### src/rtl/ll_cmd_arbiter.sv
// Round-robin arbiter that lets REQ_CNT requesters share one linked-list
// hash-table engine. Commands go through a registered output stage. Results
// return in order and are steered back to the requester that issued the
// command, using a FIFO of requester indices (tags).
module ll_cmd_arbiter #(
    parameter int REQ_CNT   = 4,
    parameter int KEY_WIDTH = 9,
    parameter int TAG_DEPTH = 8
) (
    input  logic                           clk_i,
    input  logic                           rst_i,
    input  logic [REQ_CNT-1:0]             req_valid_i,
    input  logic [REQ_CNT*KEY_WIDTH-1:0]   req_key_i,
    input  logic [REQ_CNT*2-1:0]           req_opcode_i,
    output logic [REQ_CNT-1:0]             req_ready_o,
    output logic                           cmd_valid_o,
    output logic [KEY_WIDTH-1:0]           cmd_key_o,
    output logic [1:0]                     cmd_opcode_o,
    input  logic                           cmd_ready_i,
    input  logic                           res_valid_i,
    input  logic [2:0]                     res_rescode_i,
    output logic                           res_ready_o,
    output logic [REQ_CNT-1:0]             resp_valid_o,
    output logic [2:0]                     resp_rescode_o,
    input  logic [REQ_CNT-1:0]             resp_ready_i,
    output logic [$clog2(TAG_DEPTH):0]     outstanding_o,
    output logic                           orphan_err_o
);

    localparam int IDX_W = (REQ_CNT > 1) ? $clog2(REQ_CNT) : 1;
    localparam int TAG_W = (TAG_DEPTH > 1) ? $clog2(TAG_DEPTH) : 1;
    localparam int CNT_W = $clog2(TAG_DEPTH) + 1;

    localparam logic [CNT_W-1:0] DEPTH_C   = CNT_W'(TAG_DEPTH);
    localparam logic [CNT_W-1:0] CNT_ONE   = CNT_W'(1);
    localparam logic [TAG_W-1:0] PTR_ONE   = TAG_W'(1);

    // Output stage and bookkeeping registers.
    logic                 cmd_valid_q, cmd_valid_d;
    logic [KEY_WIDTH-1:0] cmd_key_q,   cmd_key_d;
    logic [1:0]           cmd_opcode_q, cmd_opcode_d;
    logic [IDX_W-1:0]     rr_ptr_q,    rr_ptr_d;
    logic [TAG_W-1:0]     wr_ptr_q,    wr_ptr_d;
    logic [TAG_W-1:0]     rd_ptr_q,    rd_ptr_d;
    logic [CNT_W-1:0]     count_q,     count_d;
    logic                 orphan_q,    orphan_d;
    logic [IDX_W-1:0]     tag_mem_q [TAG_DEPTH];
    logic [IDX_W-1:0]     tag_mem_d [TAG_DEPTH];

    logic                 gnt_found;
    logic [IDX_W-1:0]     gnt_idx;
    logic                 can_load;
    logic                 push;
    logic                 pop;
    logic                 fifo_empty;
    logic [IDX_W-1:0]     head_idx;

    // Round-robin search: first valid requester at or after rr_ptr.
    always_comb begin
        gnt_found = 1'b0;
        gnt_idx   = '0;
        for (int k = 0; k < REQ_CNT; k++) begin
            if (!gnt_found && req_valid_i[(int'(rr_ptr_q) + k) % REQ_CNT]) begin
                gnt_found = 1'b1;
                gnt_idx   = IDX_W'((int'(rr_ptr_q) + k) % REQ_CNT);
            end
        end
    end

    // Grant qualification: the full check uses the registered count, so a
    // same-cycle pop does not open a slot until the following cycle.
    always_comb begin
        can_load = !cmd_valid_q || cmd_ready_i;
        push     = !rst_i && gnt_found && can_load && (count_q < DEPTH_C);
        req_ready_o = '0;
        for (int i = 0; i < REQ_CNT; i++) begin
            if (push && (gnt_idx == IDX_W'(i))) begin
                req_ready_o[i] = 1'b1;
            end
        end
    end

    // Result steering toward the requester at the head of the tag FIFO.
    always_comb begin
        fifo_empty     = (count_q == '0);
        head_idx       = tag_mem_q[rd_ptr_q];
        resp_valid_o   = '0;
        resp_rescode_o = res_rescode_i;
        res_ready_o    = 1'b0;
        if (!rst_i) begin
            if (fifo_empty) begin
                res_ready_o = 1'b1;
            end else begin
                for (int i = 0; i < REQ_CNT; i++) begin
                    if (head_idx == IDX_W'(i)) begin
                        resp_valid_o[i] = res_valid_i;
                        res_ready_o     = resp_ready_i[i];
                    end
                end
            end
        end
        pop = res_valid_i && res_ready_o && !fifo_empty;
    end

    // Next-state for output stage, pointers, count and orphan flag.
    always_comb begin
        cmd_valid_d  = cmd_valid_q;
        cmd_key_d    = cmd_key_q;
        cmd_opcode_d = cmd_opcode_q;
        rr_ptr_d     = rr_ptr_q;
        wr_ptr_d     = wr_ptr_q;
        rd_ptr_d     = rd_ptr_q;
        count_d      = count_q;
        orphan_d     = orphan_q;
        tag_mem_d    = tag_mem_q;

        if (push) begin
            cmd_valid_d  = 1'b1;
            cmd_key_d    = req_key_i[int'(gnt_idx)*KEY_WIDTH +: KEY_WIDTH];
            cmd_opcode_d = req_opcode_i[int'(gnt_idx)*2 +: 2];
            rr_ptr_d     = IDX_W'((int'(gnt_idx) + 1) % REQ_CNT);
            tag_mem_d[wr_ptr_q] = gnt_idx;
            wr_ptr_d     = wr_ptr_q + PTR_ONE;
        end else if (cmd_ready_i) begin
            cmd_valid_d  = 1'b0;
        end

        if (pop) begin
            rd_ptr_d = rd_ptr_q + PTR_ONE;
        end

        case ({push, pop})
            2'b10:   count_d = count_q + CNT_ONE;
            2'b01:   count_d = count_q - CNT_ONE;
            default: count_d = count_q;
        endcase

        if (!rst_i && res_valid_i && fifo_empty) begin
            orphan_d = 1'b1;
        end
    end

    // Control registers with synchronous reset.
    always_ff @(posedge clk_i) begin
        if (rst_i) begin
            cmd_valid_q  <= 1'b0;
            cmd_key_q    <= '0;
            cmd_opcode_q <= '0;
            rr_ptr_q     <= '0;
            wr_ptr_q     <= '0;
            rd_ptr_q     <= '0;
            count_q      <= '0;
            orphan_q     <= 1'b0;
        end else begin
            cmd_valid_q  <= cmd_valid_d;
            cmd_key_q    <= cmd_key_d;
            cmd_opcode_q <= cmd_opcode_d;
            rr_ptr_q     <= rr_ptr_d;
            wr_ptr_q     <= wr_ptr_d;
            rd_ptr_q     <= rd_ptr_d;
            count_q      <= count_d;
            orphan_q     <= orphan_d;
        end
    end

    // Tag storage needs no reset; entries are only read below the count.
    always_ff @(posedge clk_i) begin
        tag_mem_q <= tag_mem_d;
    end

    assign cmd_valid_o   = cmd_valid_q;
    assign cmd_key_o     = cmd_key_q;
    assign cmd_opcode_o  = cmd_opcode_q;
    assign outstanding_o = count_q;
    assign orphan_err_o  = orphan_q;

endmodule

### config.mk
export PLATFORM = sky130hd
export DESIGN_NAME = ll_cmd_arbiter
export DESIGN_NICKNAME = d
export VERILOG_FILES = /design/src/rtl/ll_cmd_arbiter.sv
export SDC_FILE = /design/constraint.sdc
export NUM_CORES = 1
export LEC_CHECK = 0
export CAP_MARGIN = 10
export CORE_ASPECT_RATIO = 1.75
export CORE_UTILIZATION = 47
export CTS_CLUSTER_SIZE = 12
export DETAILED_ROUTE_END_ITERATION = 7
export PLACE_DENSITY_LB_ADDON = 0.08
export SYNTH_ARGS = -nofsm -noshare
export SYNTH_HDL_FRONTEND = slang
export SYNTH_SLANG_ARGS = --single-unit
### constraint.sdc
create_clock -name clk_i -period 6.25 [get_ports clk_i]
set_input_delay 0.9375 -clock clk_i [delete_from_list [all_inputs] [get_ports clk_i]]
set_output_delay 0.9375 -clock clk_i [all_outputs]
set_load 0.01 [all_outputs]
# Word-level counts from Yosys, hierarchy flattened
# Index checks and enable logic that the tools add are counted.
[classes] n_bitwise=5 n_addsub=8 shifts=2 n_mul=1 eq_ne=8 n_mux=44 reduce_logical=30 n_lt_le_gt_ge=8
[op_table] op="36-bit by 7-bit variable part select with 9-bit output" n=1
[op_table] op="1-bit 2-to-1 mux" n=27
[op_table] op="16-bit bitwise mux" n=1
[op_table] op="1-bit logical AND" n=15
[op_table] op="2-bit 2-to-1 mux" n=7
[op_table] op="3-bit by 4-bit < comparator with 1-bit output (second input constant)" n=3
[op_table] op="2-bit equality test (second input constant)" n=5
[op_table] op="1-bit binary-select mux with 2-bit select" n=4
[op_table] op="4-bit >= comparator (second input constant)" n=2
[op_table] op="4-bit 2-to-1 mux" n=2
[op_table] op="3-bit NOT with 4-bit output" n=2
[op_table] op="4-bit one-hot mux with 2 select lines" n=1
[op_table] op="8-bit by 4-bit variable part select with 2-bit output" n=1
[op_table] op="3-bit by 1-bit adder with 3-bit output (second input constant)" n=2
[op_table] op="2-bit binary-select mux with 3-bit select" n=1
[op_table] op="2-bit demux with 3-bit select" n=1
[op_table] op="2-bit by 1-bit equality test with 1-bit output (second input constant)" n=3
[op_table] op="1-bit zero test" n=6
[op_table] op="2-bit by 4-bit multiplier with 6-bit output (second input constant)" n=1
[op_table] op="2-bit OR reduction" n=3
[op_table] op="2-bit by 1-bit adder with 2-bit output (second input constant)" n=2
[op_table] op="2-bit adder (second input constant)" n=2
[op_table] op="4-bit by 1-bit adder with 4-bit output (second input constant)" n=1
[op_table] op="2-bit zero test" n=2
[op_table] op="other kinds (8)" n=11
[totals] word_cells=122 register_bits=41 out_inout_bits=29

# Logic depth before layout (Yosys ltp)
[logic_depth] depth_word=19 ltp_mapped=13

# Worst setup path after synthesis
# Ideal clock, no wire load.
[synth_timing] kind="register to register" startpoint="register rd_ptr_q[0]" endpoint="register count_q[3] (netlist: outstanding_o[3])" n_path_buf=2 arrival_time_ps=3298 required_ps=6179 period_less_slack_ps=3368 path_stages_with_launch=14 slack_ps=2882 cell_sequence="dfxtp_1 > buf_6 > mux2_1 > mux4_2 > mux4_2 > and2_4 > buf_6 > ha_1 > ha_1 > a21o_1 > a21oi_1 > xnor2_1 > or3_1 > a21oi_1"
[synth_between] elab_chain_len=15 word_cells_on_any_way=20 cone_classes="eq/ne: 5; mux: 10; bitwise: 1; reduce/logical: 4"
[synth_rtl] element="start, declared" line="44" rtl="logic [TAG_W-1:0] rd_ptr_q, rd_ptr_d;"
[synth_rtl] element="start signal, assigned" line="160" rtl="rd_ptr_q <= rd_ptr_d;"
[synth_rtl] element="3-bit NOT with 4-bit output (not written as such) *" line="86" rtl="head_idx = tag_mem_q[rd_ptr_q];"
[synth_rtl] element="2-bit binary-select mux with 3-bit select *" line="86"
[synth_rtl] element="2-bit 2-to-1 mux (not written as such) * (2 in series)" line="86"
[synth_rtl] element="2-bit zero test" line="95" rtl="if (head_idx == IDX_W'(i)) begin"
[synth_rtl] element="1-bit 2-to-1 mux (3 in series)" line="95"
[synth_rtl] element="1-bit 2-to-1 mux *" line="95"
[synth_rtl] element="1-bit 2-to-1 mux *" line="91" rtl="if (fifo_empty) begin"
[synth_rtl] element="1-bit 2-to-1 mux *" line="90" rtl="if (!rst_i) begin"
[synth_rtl] element="1-bit logical AND * (2 in series)" line="102" rtl="pop = res_valid_i && res_ready_o && !fifo_empty;"
[synth_rtl] element="named net pop" line="54" rtl="logic pop;"
[synth_rtl] element="2-bit by 1-bit equality test with 1-bit output or 2-bit equality test (tied branches)" line="132" rtl="case ({push, pop})"
[synth_rtl] element="4-bit one-hot mux with 2 select lines or 2-bit nonzero test (tied branches)"
[synth_rtl] element="end signal, assigned" line="161" rtl="count_q <= count_d;"
[synth_rtl] element="end, declared" line="45" rtl="logic [CNT_W-1:0] count_q, count_d;"
# Mark *: on every way through the listed nets, which the timed path passes. The rest lies on a longest branch. The select of a mux whose other input is x is not followed.
# A chain may end at the register's enable or synchronous reset.

# Worst setup path after layout
[layout_timing] startpoint="input req_valid_i[0]" endpoint="output req_ready_o[2]"
[layout_between] word_cells_on_any_way=31 cone_classes="eq/ne: 1; mux: 20; reduce/logical: 10"
[layout_rtl] element="start, declared" line="12" rtl="input logic [REQ_CNT-1:0] req_valid_i,"
[layout_rtl] element="1-bit binary-select mux with 2-bit select" line="63" rtl="if (!gnt_found && req_valid_i[(int'(rr_ptr_q) + k) % REQ_CNT]) begin"
[layout_rtl] element="1-bit 2-to-1 mux (not written as such)" line="63"
[layout_rtl] element="1-bit 2-to-1 mux" line="63"
[layout_rtl] element="1-bit zero test" line="63"
[layout_rtl] element="1-bit logical AND" line="63"
[layout_rtl] element="1-bit 2-to-1 mux" line="63"
[layout_rtl] element="1-bit zero test" line="63"
[layout_rtl] element="1-bit logical AND" line="63"
[layout_rtl] element="1-bit 2-to-1 mux" line="63"
[layout_rtl] element="1-bit zero test" line="63"
[layout_rtl] element="1-bit logical AND" line="63"
[layout_rtl] element="2-bit 2-to-1 mux *" line="63"
[layout_rtl] element="named net gnt_idx[1]" line="51" rtl="logic [IDX_W-1:0] gnt_idx;"
[layout_rtl] element="2-bit equality test *" line="77" rtl="if (push && (gnt_idx == IDX_W'(i))) begin"
[layout_rtl] element="1-bit logical AND *" line="77"
[layout_rtl] element="1-bit 2-to-1 mux *" line="77"
[layout_rtl] element="end, declared" line="15" rtl="output logic [REQ_CNT-1:0] req_ready_o,"
# Marked as above.

==> flow_metrics.py <==
metrics = {
    "grt": {
        "grt_pass1_vias": 1891,
        "grt_use_total": 0.221,
        "antenna_found_initial": 0,
        "grt-ovfl-total": 0,
        "grt_pass1_wl_um": 8250,
        "grt_max_degree": 30,
    },
    "synth": {
        "synthTopCellsByArea": "dfxtp_1, edfxtp_1, mux2_1",
        "syn_area_per_cell_sq_um": 11.0,
        "seq_area_frac_synth": 0.429,
        "mappedNetlistArea_sq_um": 2290,
        "synth_area_leader_cell": "dfxtp_1",
        "netlist_instances": 207,
        "ys_warn_count": 0,
        "synth_cell_types": 40,
        "ys_ff_latch": 41,
        "syn_nets": 276,
        "yosysTopAreaCellShare": 0.219,
    },
    "power_and_ir_drop": {
        "switchingPower_w": 0.000203,
        "cellLeakagePower_nw": 1.20,
        "p_comb_frac": 0.296,
        "p_clk_frac": 0.274,
        "p_seq_frac": 0.430,
        "ir_drop_v": 0.000172,
        "p_sw_frac": 0.268,
        "internal-power_w": 0.000555,
        "powerDensity_nw_per_um2": 235,
    },
    "clocking": {
        "clkTransAtPathRegs_ns": 0.08,
        "max-clock-path-buffers": 2,
        "cts_resized": 0,
        "h-tree-depth": 2,
        "ctsRootBufferMaster": "clkbuf_8",
        "cts_tree": "built",
        "insertion_delay_ns": 0.29,
        "cts_buffers": 5,
        "cts_hold_buf": 0,
        "clock_sinks": 41,
        "cts_setup_buffers": 0,
    },
    "critical_path": {
        "critPathCapture": "req_ready_o[2]",
        "crit_path_start_kind": "primary input",
        "worstReg2RegEnd": "outstanding_o[3]$_SDFFE_PP0P_",
        "path_max_fanout": 17,
        "cp_common_cell": "clkdlybuf4s50_1",
        "slowest_delay_ns": 0.68,
        "reg2reg_slack_ns": 2.66,
        "end_kind": "output pin",
        "crit_type": "primary input to output pin",
        "worstPathCellList": "clkdlybuf4s50_1 > nand2b_1 > nor2b_1 > o22ai_2 > inv_2 > ha_1 > and2_1 > clkdlybuf4s50_1",
        "worst_r2r_startpoint": "rd_ptr_q[0]$_SDFFE_PP0P_",
        "crit_start": "req_valid_i[0]",
        "required_ns": 5.31,
        "cp.arrival_ns": 3.51,
        "critPathSlowestCell": "o22ai_2",
        "reg2reg_depth": 11,
    },
    "placement": {
        "place_ws_ns": 1.77,
        "hpwlAfterDp_um": 3920,
        "io_buffer_count": 81,
        "routabilityCongestion": 0.735,
    },
    "cells_and_area": {
        "final_nets": 353,
        "final_common_cell": "clkdlybuf4s50_1",
        "areaGrowthSynthToFinish_pct": 41.4,
        "final_cell_mix": "clkdlybuf4s50_1, dfxtp_1, nor2_1",
        "drive_gt1_frac": 0.116,
        "n_antenna_cell": 0,
        "utilization": 0.693,
    },
    "timing": {
        "setup_viol": 0,
        "maxSlewViolCount": 0,
        "rsz0062_at_grt": "no",
        "finalClockSkew_ns": 0.00575,
        "tightest_slew_ns": 0.889,
        "period_share": 0.712,
        "slew_headroom": 0.405,
        "layout_setup_ws_ns": 1.80,
        "hold_violations": 0,
        "clock.fmax_ghz": 0.225,
        "timing.setup.tns_ns": 0,
        "period_needed_ns": 4.45,
    },
    "floorplan": {
        "rows": 33,
        "die_w_um": 54.7,
        "core-area_sq_um": 4670,
        "dieArea_sq_um": 5160,
        "start_util": 0.490,
        "die_h_um": 94.3,
        "io_pins": 88,
    },
    "routing": {
        "wirelength_um": 5130,
        "wire_per_inst_um": 15.2,
        "drtIter0Drc": 35,
        "viasPerCell": 5.50,
        "ant_nets": 0,
        "dr.pass1.iters": 4,
        "drc": 0,
        "vias": 1852,
    },
    "run_status": {
        "outcome": "finished clean",
    },
    "worst_hold_path": {
        "min_path_type": "flip-flop to flip-flop",
    },
    "job": {
        "cap_violations": 0,
    },
}
## how the worst min path moves through the flow
stage / startpoint / cells past startpoint / to / slack [ns]
after floorplan: rr_ptr_q[0]$_SDFFE_PP0P_ / 2 / rr_ptr_q[0]$_SDFFE_PP0P_ / 0.49
after CTS: orphan_err_o$_SDFFE_PP0P_ / 2 / orphan_err_o$_SDFFE_PP0P_ / 0.48
after global routing: orphan_err_o$_SDFFE_PP0P_ / 2 / orphan_err_o$_SDFFE_PP0P_ / 0.54
final: orphan_err_o$_SDFFE_PP0P_ / 2 / orphan_err_o$_SDFFE_PP0P_ / 0.48
after global placement: orphan_err_o$_SDFFE_PP0P_ / 2 / orphan_err_o$_SDFFE_PP0P_ / 0.45
after detailed placement: orphan_err_o$_SDFFE_PP0P_ / 2 / orphan_err_o$_SDFFE_PP0P_ / 0.46
## cell families (layout without fill, tap and decap cells)
family          after synthesis  after routing  share of synthesized area
simple gates                 64             64                      0.158
flops                        41             41                      0.429
fa+ha+maj                    10             10                     0.0580
compound gates               30             30                     0.0985
mux                          32             32                      0.185
buf+inv                      25            103                     0.0525
xor+xnor                      5              5                     0.0192
## Yosys cell counts
cell / number
a211oi_1: 2
a21o_1: 2
a21oi_1: 8
a221o_1: 11
a311oi_1: 1
a31o_1: 1
and2_1: 4
and2_4: 1
buf_4: 3
buf_6: 2
clkbuf_1: 10
clkinv_1: 1
dfxtp_1: 25
edfxtp_1: 16
fa_1: 1
ha_1: 9
inv_1: 6
inv_2: 3
mux2_1: 13
mux2_2: 11
mux2_4: 3
mux2i_1: 1
mux4_1: 2
mux4_2: 2
nand2_1: 6
nand2b_1: 5
nand4b_1: 1
nor2_1: 20
nor2b_1: 2
nor3_1: 3
nor3b_1: 14
nor4_1: 4
nor4b_1: 2
o21ai_0: 1
o21ai_1: 2
o22ai_1: 2
or2b_1: 1
or3_1: 1
xnor2_1: 2
xor2_1: 3
## power by group through the flow
stage          Sequential, W  Clock, W  Combinational, W
6_report            0.000326  0.000208          0.000224
5_1_grt             0.000330  0.000221          0.000244
4_1_cts             0.000326  0.000209          0.000227
3_5_place_dp        0.000332         0          0.000225
3_3_place_gp        0.000331         0          0.000224
2_1_floorplan       0.000334         0          0.000119
## routing by layer
metal | share of wire | vias up | track usage
met5 | 0 | - | 0
met4 | 0.016 | 0 | 0.0726
met3 | 0.056 | 8 | 0.0583
met2 | 0.56 | 66 | 0.410
met1 | 0.37 | 869 | 0.221
li1 | - | 909 | -
## metrics by stage
step                hold WS [ns]  instances  total power (W)  area (sq um)
finish                     0.481        337         0.000758          3230
global route               0.539        337         0.000795          3230
CTS                        0.483        337         0.000762          3230
detailed placement         0.461        329         0.000557          3120
global placement           0.449        329         0.000555          3120
floorplan                  0.489        207         0.000452          2290
## sequential cells by signal (all words and copies together) (netlist names)
register       count
wr_ptr_q           3
cmd_valid_o        1
orphan_err_o       1
outstanding_o      4
tag_mem_q         16
rd_ptr_q           3
rr_ptr_q           2
cmd_key_o          9
cmd_opcode_o       2
## critical path: cells and delay by family
family          cells  cell delay, ns
buf+inv             3            1.23
compound gates      1            0.68
simple gates        3            0.37
fa+ha+maj           1            0.26
## cell type report
| type | count | area (sq um) |
|---|---|---|
| Fill cell | 366 | 1430 |
| Multi-Input combinational cell | 141 | 1200 |
| Sequential cell | 41 | 981 |
| Timing Repair Buffer | 85 | 841 |
| Clock buffer | 5 | 68.8 |
| Tap cell | 52 | 65.1 |
| Clock inverter | 3 | 41.3 |
| Inverter | 10 | 37.5 |
(Power assumes the default switching activity.)
==> variant 1, RTL diff (same flow settings) <==
Change the parameter `REQ_CNT` from 4 to 8.
--- a/src/rtl/ll_cmd_arbiter.sv
+++ b/src/rtl/ll_cmd_arbiter.sv
@@ -3,7 +3,7 @@
 // return in order and are steered back to the requester that issued the
 // command, using a FIFO of requester indices (tags).
 module ll_cmd_arbiter #(
-    parameter int REQ_CNT   = 4,
+    parameter int REQ_CNT   = 8,
     parameter int KEY_WIDTH = 9,
     parameter int TAG_DEPTH = 8
 ) (
Ports: changed (6 resized); port bits go from 88 to 148. The function was not compared with the original's and may differ.
==> variant 1 against the unedited design <==
- the flow now finishes with violations (DRC)
- utilization down 0.50 points
- critical path depth grew 5
- routed wire length is 120% higher
- maximum frequency fell by 20%
- non-clock buffer count up 62
- count of clock-buffer cells in the layout is the same
- combinational power rose to 9.0 times the old value
- clock power grew 49%
- sequential cell count increased by 9
- total power rose to 3.8 times the old value
- design area increased by 71%
- synthesized area is 73% higher
- worst setup slack got worse by 1100 ps
- critical path type is now flip-flop to output pin
- critical endpoint is now req_ready_o[3]
==> variant 1: results (changes against the unedited design) <==
- Multiplexer share of the synthesized area: 29.3% (was 18.5%)
- Detailed router's first-iteration violation count: 204 (was 35)
- Routing usage on met3: 2.44% (was 5.83%)
- Port Buffers: 141 (was 81)
- Routed vias: 3416 (was 1852)
- Delay of the slowest cell on the worst path: 740 ps (was 680 ps)
- Critical path data arrival time: 4630 ps (was 3510 ps)
- Post-synthesis share of cell area spent on full adders, half adders and majority gates: 4.63% (was 5.80%)
- Largest register FFs: 24 (was 16)
- Failing checks: DRC
- Share of cells above drive strength 1: 13.9% (was 11.6%)
- Half-perimeter wire length after detailed placement: 9020 um (was 3920 um)
- Hold_sp: cmd_key_o[4] (was orphan_err_o)
- Distinct cells, synth: 63 (was 40)
- Count of flip-flops with a built-in enable after synthesis: 24 (was 16)
- Area after detailed placement: 5340 um^2 (was 3120 um^2)
- Library cell contributing the largest single delay on the critical path: sky130_fd_sc_hd__mux4_1 (was sky130_fd_sc_hd__o22ai_2)
- Leading post-synthesis cells by cell area: sky130_fd_sc_hd__edfxtp_1 18%, sky130_fd_sc_hd__mux4_2 15%, sky130_fd_sc_hd__dfxtp_1 13% (was sky130_fd_sc_hd__dfxtp_1 22%, sky130_fd_sc_hd__edfxtp_1 21%, sky130_fd_sc_hd__mux2_1 6.4%)
- Worst Setup EP: req_ready_o[3] (was req_ready_o[2])
- First-pass GRT wire length: 17400 um (was 8250 um)
- Top cell types by occurrence after synthesis: 41 x sky130_fd_sc_hd__nand2_1, 30 x sky130_fd_sc_hd__nor2_1, 27 x sky130_fd_sc_hd__mux4_2 (was 25 x sky130_fd_sc_hd__dfxtp_1, 20 x sky130_fd_sc_hd__nor2_1, 16 x sky130_fd_sc_hd__edfxtp_1)
- Pre-CTS worst setup slack: 751 ps (was 1770 ps)
- Number of global-route vias before repair: 3656 (was 1891)
- Flop2flop setup slack: 1300 ps (was 2660 ps)
- Net total in the final layout: 619 (was 353)
- Status: finished, violations left (was completed)
- Met3 wire len: 323 um (was 286 um)
- Clk_skew: 4.68 ps (was 5.75 ps)
- Syn_nets: 491 (was 276)
- Residual DRC: 6 (was 0)
[variant 1: cell count changes in the layout (fill, tap and decap cells not counted), moves of 9 or more]
cell,unedited run,this run
sky130_fd_sc_hd__clkdlybuf4s50_1,81,141
sky130_fd_sc_hd__nand2_1,6,41
sky130_fd_sc_hd__mux4_2,2,27
sky130_fd_sc_hd__mux2i_1,1,25
sky130_fd_sc_hd__mux2_1,13,0
sky130_fd_sc_hd__a221o_1,11,0
sky130_fd_sc_hd__a21oi_1,8,18
sky130_fd_sc_hd__nor2_1,20,30
sky130_fd_sc_hd__a22oi_1,0,9
sky130_fd_sc_hd__nor3b_1,14,5
[variant 1: layout make-up]
cell class,count,area (um^2),share of cell area [%]
timing repair buffer,147,1460,26.4
inverter,15,56.3,1.02
sequential,50,1240,22.5
clock inverter,3,43.8,0.794
tap,90,113,2.04
multi-input combinational,275,2480,44.9
clock buffer,5,125,2.27
==> variant 2, RTL diff (config.mk and constraints unchanged) <==
Made on the original files. `cmd_key_q` no longer has a reset.
--- a/src/rtl/ll_cmd_arbiter.sv
+++ b/src/rtl/ll_cmd_arbiter.sv
@@ -144,7 +144,6 @@
     always_ff @(posedge clk_i) begin
         if (rst_i) begin
             cmd_valid_q  <= 1'b0;
-            cmd_key_q    <= '0;
             cmd_opcode_q <= '0;
             rr_ptr_q     <= '0;
             wr_ptr_q     <= '0;
@@ -153,7 +152,6 @@
             orphan_q     <= 1'b0;
         end else begin
             cmd_valid_q  <= cmd_valid_d;
-            cmd_key_q    <= cmd_key_d;
             cmd_opcode_q <= cmd_opcode_d;
             rr_ptr_q     <= rr_ptr_d;
             wr_ptr_q     <= wr_ptr_d;
@@ -161,6 +159,10 @@
             count_q      <= count_d;
             orphan_q     <= orphan_d;
         end
+    end
+
+    always_ff @(posedge clk_i) begin
+        cmd_key_q <= cmd_key_d;
     end
 
     // Tag storage needs no reset; entries are only read below the count.
Check against the original RTL: differs if rst_i is asserted again (counterexample within 4 cycles, from zero or initial values and one cycle with rst_i high); with rst_i held inactive, the same outputs for 4 cycles.
==> variant 2 against the unedited design <==
- via count shrank 5.5%
- design area shrank 0.35%
- first-iteration DRC count shrank 34%
- sequential share of layout area grew 2.9 points
- global-route usage shrank 2.1 points
- register-to-register slack lost 20 ps
- sequential cell count is the same
- synthesized area shrank 0.33%
- worst setup slack gained 140 ps
- clock power shrank 11%
- routed wire length shrank 9.4%
- highest routed layer unchanged
- count of clock-buffer cells in the layout grew 2
- critical path type unchanged
- total power shrank 4.9%
==> variant 2: results (changes against the unedited design) <==
- Max IR drop VDD: 0.174 mV (was 0.172 mV)
- Largest net degree at the start of global routing: 23 (was 30)
- Half-perimeter wire length after detailed placement: 3700 um (was 3920 um)
- Count of flip-flops with a built-in enable after synthesis: 25 (was 16)
- Pre-CTS worst setup slack: 1930 ps (was 1770 ps)
- Status: completed (unchanged)
- Leading post-synthesis cells by cell area: sky130_fd_sc_hd__edfxtp_1 33%, sky130_fd_sc_hd__dfxtp_1 14%, sky130_fd_sc_hd__mux2i_1 12% (was sky130_fd_sc_hd__dfxtp_1 22%, sky130_fd_sc_hd__edfxtp_1 21%, sky130_fd_sc_hd__mux2_1 6.4%)
- Final routed wirelength across all metal layers: 4650 um (was 5130 um)
- Synth Area in Compound Gates: 6.64% (was 9.85%)
- Most used flip-flop cell after synthesis: sky130_fd_sc_hd__edfxtp_1 (was sky130_fd_sc_hd__dfxtp_1)
- Share of cells above drive strength 1: 9.82% (was 11.6%)
- Cells after DPL: 319 (was 329)
- Final Instance Count excl. Fillers: 327 (was 337)
- Avg Vias per Cell: 5.35 (was 5.50)
- Distinct cells, synth: 41 (was 40)
- Max-Slew Margin vs Limit: 56.5% (was 40.5%)
- Library cell contributing the largest single delay on the critical path: sky130_fd_sc_hd__or4_1 (was sky130_fd_sc_hd__o22ai_2)
- Worst-path fanout max: 22 (was 17)
- Leak Pwr: 1.27 nW (was 1.20 nW)
- Top cell types by occurrence after synthesis: 28 x sky130_fd_sc_hd__mux2i_1, 25 x sky130_fd_sc_hd__edfxtp_1, 18 x sky130_fd_sc_hd__nor2_1 (was 25 x sky130_fd_sc_hd__dfxtp_1, 20 x sky130_fd_sc_hd__nor2_1, 16 x sky130_fd_sc_hd__edfxtp_1)
- Sequential share of the synthesized area: 47.0% (was 42.9%)
- Overall routing resource usage: 20.0% (was 22.1%)
- Delay of the slowest cell on the worst path: 710 ps (was 680 ps)
- First-pass GRT wire length: 7290 um (was 8250 um)
- XOR/XNOR share of the synthesized area: 1.92% (about the same)
- Syn_area_per_cell: 11.7 um^2 (was 11.0 um^2)
- Syn_nets: 264 (was 276)
## variant 2: cell types whose count changed in the layout (fill, tap and decap cells not counted), moves of 8 or more
cell	change
sky130_fd_sc_hd__mux2i_1	+27
sky130_fd_sc_hd__mux2_1	-10
sky130_fd_sc_hd__a221o_1	-9
sky130_fd_sc_hd__dfxtp_1	-9
sky130_fd_sc_hd__edfxtp_1	+9
sky130_fd_sc_hd__nor3b_1	-9
sky130_fd_sc_hd__mux2_2	-8
## variant 2: final timing paths
check             slack (ps)          endpoint  cells after the start         start
setup reg to reg        2640  outstanding_o[3]                     11   rd_ptr_q[0]
setup / recovery        1940    req_ready_o[0]                      6         rst_i
hold / removal           470      orphan_err_o                      2  orphan_err_o
hold reg to reg          470      orphan_err_o                      2  orphan_err_o
## variant 2: tightest hold or removal path, cell delays in order, from the launching register on
cell                      delay [ps]
sky130_fd_sc_hd__dfxtp_1         330
sky130_fd_sc_hd__a21oi_1          40
sky130_fd_sc_hd__nor2_1           70
## variant 2: through the flow
stage | power, W | cell area, um^2
CTS | 0.000730 | 3220
finish | 0.000721 | 3220
global route | 0.000760 | 3220
floorplan | 0.000450 | 2280
global placement | 0.000540 | 3120
detailed placement | 0.000543 | 3120
## variant 2: final cells by class
class	count	share of cell area (%)
inverter	12	1.40
clock inverter	1	0.155
timing repair buffer	85	26.1
sequential	41	33.3
clock buffer	7	2.99
multi-input combinational	129	34.1
tap	52	2.02
## variant 2: cell families after synthesis
group | count (synthesis)
mux | 41
buf+inv | 25
fa+ha+maj | 10
simple gates | 50
compound gates | 23
flops | 41
xor+xnor | 5
## variant 2: power by group
group	switching (W)	internal [W]
Sequential	0.0000168	0.000314
Combinational	0.0000863	0.000117
Clock	0.0000865	0.0000997
Total	0.000190	0.000531
## variant 2: per-layer routing
metal / track usage [%] / wire, um
met2: 40.0 / 2780
met3: 6.31 / 240
met4: 6.20 / 64
met1: 16.5 / 1560
met5: 0 / 0
